`src/rtl/multiplier_top.sv`:
```
// Sequential unsigned shift-and-add multiplier.
// A and B arrive on one shared bus, B_DELAY edges apart; the product is held with done high.
module multiplier_top #(
    parameter int unsigned WIDTH   = 8,
    parameter int unsigned B_DELAY = 3
) (
    input  logic                 clk,
    input  logic                 rst,
    input  logic                 start,
    input  logic [WIDTH-1:0]     data_in,
    output logic                 done,
    output logic [2*WIDTH-1:0]   result
);

    localparam int unsigned PW    = 2 * WIDTH;
    localparam int unsigned GAP_W = (B_DELAY > 1) ? $clog2(B_DELAY) : 1;
    localparam int unsigned BIT_W = (WIDTH > 1) ? $clog2(WIDTH) : 1;

    localparam logic [GAP_W-1:0] GAP_LAST = GAP_W'(B_DELAY - 1);
    localparam logic [BIT_W-1:0] BIT_LAST = BIT_W'(WIDTH - 1);

    typedef enum logic [2:0] {
        S_IDLE,
        S_GAP,
        S_LOAD_B,
        S_CALC,
        S_DONE
    } state_t;

    state_t             state_q, state_n;
    logic [WIDTH-1:0]   a_q, a_n;
    logic [WIDTH-1:0]   b_q, b_n;
    logic [PW-1:0]      acc_q, acc_n;
    logic [GAP_W-1:0]   gap_q, gap_n;
    logic [BIT_W-1:0]   bit_q, bit_n;
    logic               done_n;
    logic [PW-1:0]      result_n;

    logic [PW-1:0]      addend;
    logic [PW-1:0]      sum;

    // One partial product per cycle, multiplier bit selected by bit_q
    always_comb begin
        addend = b_q[bit_q] ? (PW'(a_q) << bit_q) : '0;
        sum    = acc_q + addend;
    end

    // Next-state and datapath update
    always_comb begin
        state_n  = state_q;
        a_n      = a_q;
        b_n      = b_q;
        acc_n    = acc_q;
        gap_n    = gap_q;
        bit_n    = bit_q;
        done_n   = done;
        result_n = result;

        case (state_q)
            S_IDLE, S_DONE: begin
                if (start) begin
                    a_n     = data_in;
                    gap_n   = GAP_W'(1);
                    done_n  = 1'b0;
                    state_n = (B_DELAY > 1) ? S_GAP : S_LOAD_B;
                end
            end
            S_GAP: begin
                if (gap_q == GAP_LAST) begin
                    state_n = S_LOAD_B;
                end else begin
                    gap_n = gap_q + GAP_W'(1);
                end
            end
            S_LOAD_B: begin
                b_n     = data_in;
                acc_n   = '0;
                bit_n   = '0;
                state_n = S_CALC;
            end
            S_CALC: begin
                acc_n = sum;
                // Fixed WIDTH-cycle latency regardless of operand values
                if (bit_q == BIT_LAST) begin
                    result_n = sum;
                    done_n   = 1'b1;
                    state_n  = S_DONE;
                end else begin
                    bit_n = bit_q + BIT_W'(1);
                end
            end
            default: begin
                state_n = S_IDLE;
            end
        endcase
    end

    // State and datapath registers with synchronous reset
    always_ff @(posedge clk) begin
        if (rst) begin
            state_q <= S_IDLE;
            a_q     <= '0;
            b_q     <= '0;
            acc_q   <= '0;
            gap_q   <= '0;
            bit_q   <= '0;
            done    <= 1'b0;
            result  <= '0;
        end else begin
            state_q <= state_n;
            a_q     <= a_n;
            b_q     <= b_n;
            acc_q   <= acc_n;
            gap_q   <= gap_n;
            bit_q   <= bit_n;
            done    <= done_n;
            result  <= result_n;
        end
    end

endmodule

```
`config.mk`:
```
export PLATFORM = sky130hd
export DESIGN_NAME = multiplier_top
export DESIGN_NICKNAME = d
export VERILOG_FILES = /design/src/rtl/multiplier_top.sv
export SDC_FILE = /design/constraint.sdc
export NUM_CORES = 1
export LEC_CHECK = 0
export BUFFER_PORTS_ARGS = -buffer_cell sky130_fd_sc_hd__buf_2
export CAP_MARGIN = 20
export CORE_UTILIZATION = 45
export DETAILED_ROUTE_END_ITERATION = 6
export GPL_ROUTABILITY_DRIVEN = 1
export SLEW_MARGIN = 20
export SYNTH_ARGS = -nofsm -noshare
export SYNTH_HDL_FRONTEND = slang
export SYNTH_SLANG_ARGS = --single-unit
```
`constraint.sdc`:
```
create_clock -name clk -period 4.13 [get_ports clk]
set_clock_uncertainty 0.05 [all_clocks]
set_input_delay 0 -clock clk [delete_from_list [all_inputs] [get_ports clk]]
set_output_delay 0 -clock clk [all_outputs]
set_load 0.01 [all_outputs]
```
==> qor.yml, run 1 <==
clock_tree:
  post-cts-setup-buffer-count: 0
  insertion_delay_ns: 0.35
  clkTransAtPathRegs_ns: 0.07
  ctsLongestPathBuffers: 2
  cts_h_tree_depth: 3
  root_buffer: "sky130_fd_sc_hd__clkbuf_8"
  postCtsHoldBufs: 9
  cts_inserted_buffers: 9
  cts_tree: "done"
  clock-sinks: 57
  cts_repair_resize_count: 0
finish:
  final_core_utilization_pct: 54.48
  nets: 489
  final_common_cell: "sky130_fd_sc_hd__nand2_1"
  share_of_final_layout_standard_cells_stronger_than_drive_strength_1_pct: 13.36
  area_delta_synth_final_pct: 14.37
  most-common-layout-cells: "sky130_fd_sc_hd__nand2_1, sky130_fd_sc_hd__dfxtp_1, sky130_fd_sc_hd__nor2_1"
  num_antenna_cells: 0
pwr:
  power_mw: 1.191
  power.ir.vdd_worst_uv: 143.7
  pwr_density_cell_nw_per_um2: 313.2
  p_leak_nw: 1.430
place:
  placement.io_buffers: 27
  dp_hpwl_um: 5663
  gp_congestion: 0.9093
  preCtsSetupSlack_ns: 0.3946
worst_setup_path:
  critical-path-top-cell-by-count: "sky130_fd_sc_hd__nand2_1"
  timing.critical_path.required_ns: 4.33
  worst_path_dominant_cell_family: "multiplexers"
  critPathSlowestCell: "sky130_fd_sc_hd__dfxtp_1"
  crit_chain: "mux4_2 -> nand2_1 -> and2_1 -> a21oi_1 -> ha_1 -> nand3_1 -> nand2_1 -> a31oi_2 -> o31ai_4 -> mux2_2 -> a311oi_1"
  data_arrival_time_at_the_worst_slack_endpoint_ns: 3.95
  critPathBufInv: 0
  timing.critical_path.to_type: "register"
  setup.reg_to_reg.worst_slack_ns: 0.38
  maximum_cell_stage_delay_along_the_critical_path_ns: 0.70
  worstSetupStartpointType: "register"
  critical_path_class: "register to register"
  critical_path_peak_fanout: 17
die:
  die_x_um: 87.97
  floorplan.die_area_sq_um: 7738
  die_height_um: 87.97
  fp-row-count: 30
  io_pins: 28
  coreArea_sq_um: 6982
  starting_density_of_the_core_pct: 47.63
synthesis:
  synthesis.yosys.warnings: 0
  syn_nets: 464
  synth_enable_flop_cells: 0
  post_synthesis_cell_count: 434
  synth-async-reset-ratio_pct: 0
  synth_area_per_cell_sq_um: 7.663
  primary_flip_flop_cell_chosen_by_synthesis_mapping: "sky130_fd_sc_hd__dfxtp_1"
  ys_ff_latch: 57
  yosys.cell_types.count: 48
  ys_seq_area_share_pct: 34.31
  post_synthesis_instance_area_sq_um: 3326
routing:
  via_count: 3012
  post-route-drc-count: 0
  drt_pre_antenna_iters: 4
  routed_wirelength_um: 8008
  drt_iter0_drc: 132
  vias_per_cell: 5.379
  wire_per_inst_um: 14.30
  ant_nets: 0
global_route:
  grt_first_pass_wirelength_um: 13060
  grt_use_total_pct: 22.39
  global_route.overflow_total: 0
  number_of_antenna_violations_at_the_first_check_in_global_routing: 0
  grt_pass1_vias: 2671
  grt_start_max_net_pins: 55
outcome:
  outcome: "completed"
sta:
  post-route-min-period_ns: 3.749
  final_hold_viol_count: 0
  finalHoldWorstSlack_ns: 0.2339
  setup_tns_ns: 0
  rsz0062_at_grt: "no"
  final_critical_path_setup_slack_ns: 0.3811
  maxClockFrequency_mhz: 266.7
  tightest_slew_ns: 0.9636
  finalSetupViolCount: 0
  final.period_utilization_pct: 90.77
  timing.max_slew.rel_slack_pct: 35.76
  maxSlewViolCount: 0
flow_run:
  max_cap_viol_count: 0
min_path:
  timing.hold.worst.class: "input pin to register"
==> metal layers <==
metal | vias to the layer above | wire (um) | GRT usage [%]
met5 | - | 0 | 0
met1 | 1367 | 3969 | 30.50
li1 | 1556 | - | -
met4 | 0 | 238 | 13.41
met2 | 73 | 3496 | 33.40
met3 | 16 | 303 | 3.299
==> cell families after synthesis <==
group | synth area share, %
AO/OA/AOI/OAI | 21.71
XOR/XNOR | 2.370
flip-flops | 34.31
AND/OR/NAND/NOR | 24.72
buffers and inverters | 4.703
adder cells (fa/ha/maj) | 7.374
multiplexers | 4.816
==> path summary, 6_finish.rpt <==
check                           startpoint    endpoint  cells past startpoint
worst max-delay path              bit_q[0]  result[15]                     11
worst min-delay path                   rst    bit_q[2]                      2
worst max register to register    bit_q[0]  result[15]                     11
worst min register to register   result[8]   result[8]                      2
==> registers in the layout, summed over array words and instances (netlist names) <==
signal,flops
acc_q,16
result,16
a_q,8
b_q,8
bit_q,3
state_q,3
gap_q,2
done,1
==> final cells by class <==
class                           count  area (sq um)
Fill cell                         706          3178
Multi-Input combinational cell    337          2028
Sequential cell                    57          1141
Timing Repair Buffer               40         255.2
Clock buffer                       12         155.1
Tap cell                           96         120.1
Inverter                           14         52.55
Clock inverter                      4         51.30
==> synth_stat cells (all sizes together), types with 2 or more instances <==
cell type / count / area, sq um
a21oi: 51 / 262.8
xnor2: 7 / 61.31
buf: 4 / 20.02
mux4: 2 / 45.04
a22o: 2 / 17.52
nand2: 73 / 274.0
inv: 14 / 52.55
or3: 2 / 12.51
nand2b: 5 / 31.28
o211ai: 2 / 15.01
o21ai: 28 / 140.1
mux2: 4 / 45.04
a211oi: 4 / 30.03
nor2b: 9 / 56.30
nand3b: 5 / 37.54
nand3: 11 / 55.05
nor3: 7 / 40.04
o21a: 3 / 22.52
clkbuf: 22 / 83.83
and3: 4 / 25.02
mux2i: 7 / 70.07
and2: 4 / 25.02
nand4: 4 / 25.02
nor2: 51 / 193.9
ha: 18 / 225.2
a31oi: 8 / 62.56
dfxtp: 57 / 1141
a22oi: 8 / 60.06
nor4b: 3 / 26.28
xor2: 2 / 17.52
==> per-stage QoR <==
step / cell area (sq um) / instances
floorplan: 3326 / 434
global placement: 3507 / 535
detailed placement: 3507 / 535
CTS: 3804 / 560
global route: 3804 / 560
finish: 3804 / 560
==> where the power goes <==
part           internal (mW)  leakage (nW)  switching (mW)
sequential             0.559         0.461          0.0123
clock                  0.311         0.103           0.239
combinational         0.0283         0.867          0.0417
No activity file was read; power rests on OpenSTA's default activity.
==> inputs of run 2 (changes only) <==
Clock period 4.13 ns to 3.5 ns, I/O delays scaled along.
==> qor.yml, run 2 (synthesized netlist as in run 1, its figures left out) <==
outcome:
  outcome: "completed"  # unchanged
die:
  floorplan.die_area_sq_um: 7738  # unchanged
  starting_density_of_the_core_pct: 47.63  # unchanged
  coreArea_sq_um: 6982  # unchanged
  die_height_um: 87.97  # unchanged
  die_x_um: 87.97  # unchanged
  fp-row-count: 30  # unchanged
  io_pins: 28  # unchanged
routing:
  vias_per_cell: 5.462  # was 5.379
  post-route-drc-count: 0  # unchanged
  via_count: 3086  # was 3,012
  drt_iter0_drc: 147  # was 132
  drt_pre_antenna_iters: 5  # was 4
  wire_per_inst_um: 14.52  # was 14.30 um
  ant_nets: 0  # unchanged
  routed_wirelength_um: 8205  # was 8008 um
global_route:
  grt_busiest_layer: "met2"  # unchanged
  number_of_antenna_violations_at_the_first_check_in_global_routing: 0  # unchanged
  grt_pass1_vias: 2862  # was 2,671
  grt_first_pass_wirelength_um: 13750  # was 13,060 um
  grt_use_total_pct: 23.27  # was 22.39%
  globalRouteMet3Util_pct: 3.770  # was 3.299%
  use_met1_pct: 30.16  # was 30.50%
  grt_start_max_net_pins: 55  # unchanged
  globalRouteMet2Util_pct: 38.34  # was 33.40%
  global_route.overflow_total: 0  # unchanged
clock_tree:
  root_buffer: "sky130_fd_sc_hd__clkbuf_8"  # unchanged
  ctsLongestPathBuffers: 2  # unchanged
  insertion_delay_ns: 0.34  # was 0.35 ns
  clkTransAtPathRegs_ns: 0.07  # about the same
  cts_h_tree_depth: 3  # unchanged
  clock-sinks: 57  # unchanged
  cts_inserted_buffers: 9  # unchanged
  cts_tree: "done"  # unchanged
  post-cts-setup-buffer-count: 0  # unchanged
worst_setup_path:
  crit_chain: "mux4_2 -> nand2_1 -> and2_2 -> a21oi_1 -> ha_1 -> nand3_1 -> o221a_4 -> or4b_4 -> a31oi_2 -> nor2b_1 -> a22o_1"  # was mux4_2 -> nand2_1 -> and2_1 -> a21oi_1 -> ha_1 -> nand3_1 -> nand2_1 -> a31oi_2 -> o31ai_4 -> mux2_2 -> a311oi_1
  setup.reg_to_reg.worst_slack_ns: 0.19  # was 0.38 ns
  data_arrival_time_at_the_worst_slack_endpoint_ns: 3.49  # was 3.95 ns
  critical_path_peak_fanout: 7  # was 17
  critPathSlowestCell: "sky130_fd_sc_hd__or4b_4"  # was sky130_fd_sc_hd__dfxtp_1
  timing.critical_path.required_ns: 3.68  # was 4.33 ns
  r2r_start: "bit_q[0]"  # unchanged
  timing.reg2reg.worst_path_depth: 11  # unchanged
  reg2reg_to: "acc_q[14]"  # was result[15]
  timing.critical_path.to_type: "register"  # unchanged
  critical_path_class: "register to register"  # unchanged
  worstSetupStartpointType: "register"  # unchanged
  maximum_cell_stage_delay_along_the_critical_path_ns: 0.54  # was 0.70 ns
finish:
  most-common-layout-cells: "sky130_fd_sc_hd__nand2_1, sky130_fd_sc_hd__dfxtp_1, sky130_fd_sc_hd__nor2_1"  # unchanged
  share_of_final_layout_standard_cells_stronger_than_drive_strength_1_pct: 15.35  # was 13.36%
  num_antenna_cells: 0  # unchanged
  area_delta_synth_final_pct: 16.82  # was 14.37%
  final_common_cell: "sky130_fd_sc_hd__nand2_1"  # unchanged
  postLayoutCellArea_sq_um: 3885  # was 3804 sq um
  reg_top3: "acc_q: 16 flops, result: 16 flops"  # unchanged
  nets: 494  # was 489
place:
  placedInstanceArea_sq_um: 3545  # was 3507 sq um
  gp_congestion: 0.9146  # was 0.9093
  placement.io_buffers: 27  # unchanged
  dp_hpwl_um: 5894  # was 5663 um
  preCtsSetupSlack_ns: 0.1789  # was 0.3946 ns
sta:
  timing.max_slew.rel_slack_pct: 57.68  # was 35.76%
  final_critical_path_setup_slack_ns: 0.1871  # was 0.3811 ns
  maxSlewViolCount: 0  # unchanged
  finalHoldWorstSlack_ns: 0.1863  # was 0.2339 ns
  setup_tns_ns: 0  # unchanged
  final.period_utilization_pct: 94.65  # was 90.77%
  final_hold_viol_count: 0  # unchanged
  tightest_slew_ns: 0.6340  # was 0.9636 ns
  finalSetupViolCount: 0  # unchanged
  maxClockFrequency_mhz: 301.9  # was 266.7 MHz
  post-route-min-period_ns: 3.313  # was 3.749 ns
min_path:
  timing.hold.worst.class: "input pin to register"  # unchanged
  whs_path_depth: 3  # was 2
  min_from: "rst"  # unchanged
  worstHoldEndpoint: "acc_q[3]"  # was bit_q[2]
flow_run:
  max_cap_viol_count: 0  # unchanged
pwr:
  p_leak_nw: 1.473  # was 1.430 nW
  power.ir.vdd_worst_uv: 254.8  # was 143.7 uV
  pwr_density_cell_nw_per_um2: 390.9  # was 313.2 nW/um^2
  power_mw: 1.519  # was 1.191 mW
run 2: changes by cell type in the layout (fill, tap and decap cells not counted), moves of 2 or more:
| cell | delta |
|---|---|
| sky130_fd_sc_hd__ha_1 | -2 |
| sky130_fd_sc_hd__clkinv_2 | +2 |
| sky130_fd_sc_hd__buf_4 | +5 |
| sky130_fd_sc_hd__bufinv_16 | +2 |
| sky130_fd_sc_hd__ha_2 | +2 |
run 2: final cells by class:
| class | instances | area (sq um) |
|---|---|---|
| clock inverters | 6 | 105.1 |
| clock buffers | 10 | 137.6 |
| repair buffers | 45 | 292.8 |
| inverters | 14 | 52.55 |
| well taps | 96 | 120.1 |
| multi-input cells | 337 | 2034 |
| flip-flops and latches | 57 | 1142 |
| fillers | 702 | 3097 |
run 2: critical path, delay by kind of cell, from the launching register on:
| family | cells | cell delay (ns) |
|---|---|---|
| simple gates | 5 | 1.16 |
| compound gates | 4 | 0.68 |
| mux | 1 | 0.52 |
| fa+ha+maj | 1 | 0.40 |
| flops | 1 | 0.39 |
run 2: how the worst max path moves through the flow:
stage / from / to / slack [ns] / cells after the start
floorplan: bit_q[0] / acc_q[14] / 0.17 / 13
global placement: bit_q[1] / acc_q[14] / 0.25 / 11
detailed placement: bit_q[1] / acc_q[14] / 0.18 / 11
CTS: bit_q[1] / result[15] / 0.09 / 14
global route: bit_q[0] / acc_q[14] / -0.02 / 11
finish: bit_q[0] / acc_q[14] / 0.19 / 11
run 2: power breakdown:
group | switching, mW | total, mW | internal, mW
clock | 0.272 | 0.761 | 0.488
sequential | 0.0149 | 0.674 | 0.660
combinational | 0.0494 | 0.0835 | 0.0341
total | 0.336 | 1.52 | 1.18
run 2: metal layers:
metal,routed length [um],vias to the layer above
met1,3972,1427
met2,3792,70
li1,-,1572
met3,278,17
met4,161,0
met5,0,-
run 2: stage by stage:
step	cells	utilization (%)
floorplan	434	-
global placement	540	50.77
detailed placement	540	50.77
CTS	565	55.54
global route	565	55.65
finish	565	55.65
run 2: timing repair:
item,4_1_cts,5_1_grt
setup endpoints to repair,0,5
hold buffers,9,0
hold endpoints to repair,17,0
resized for setup,0,5
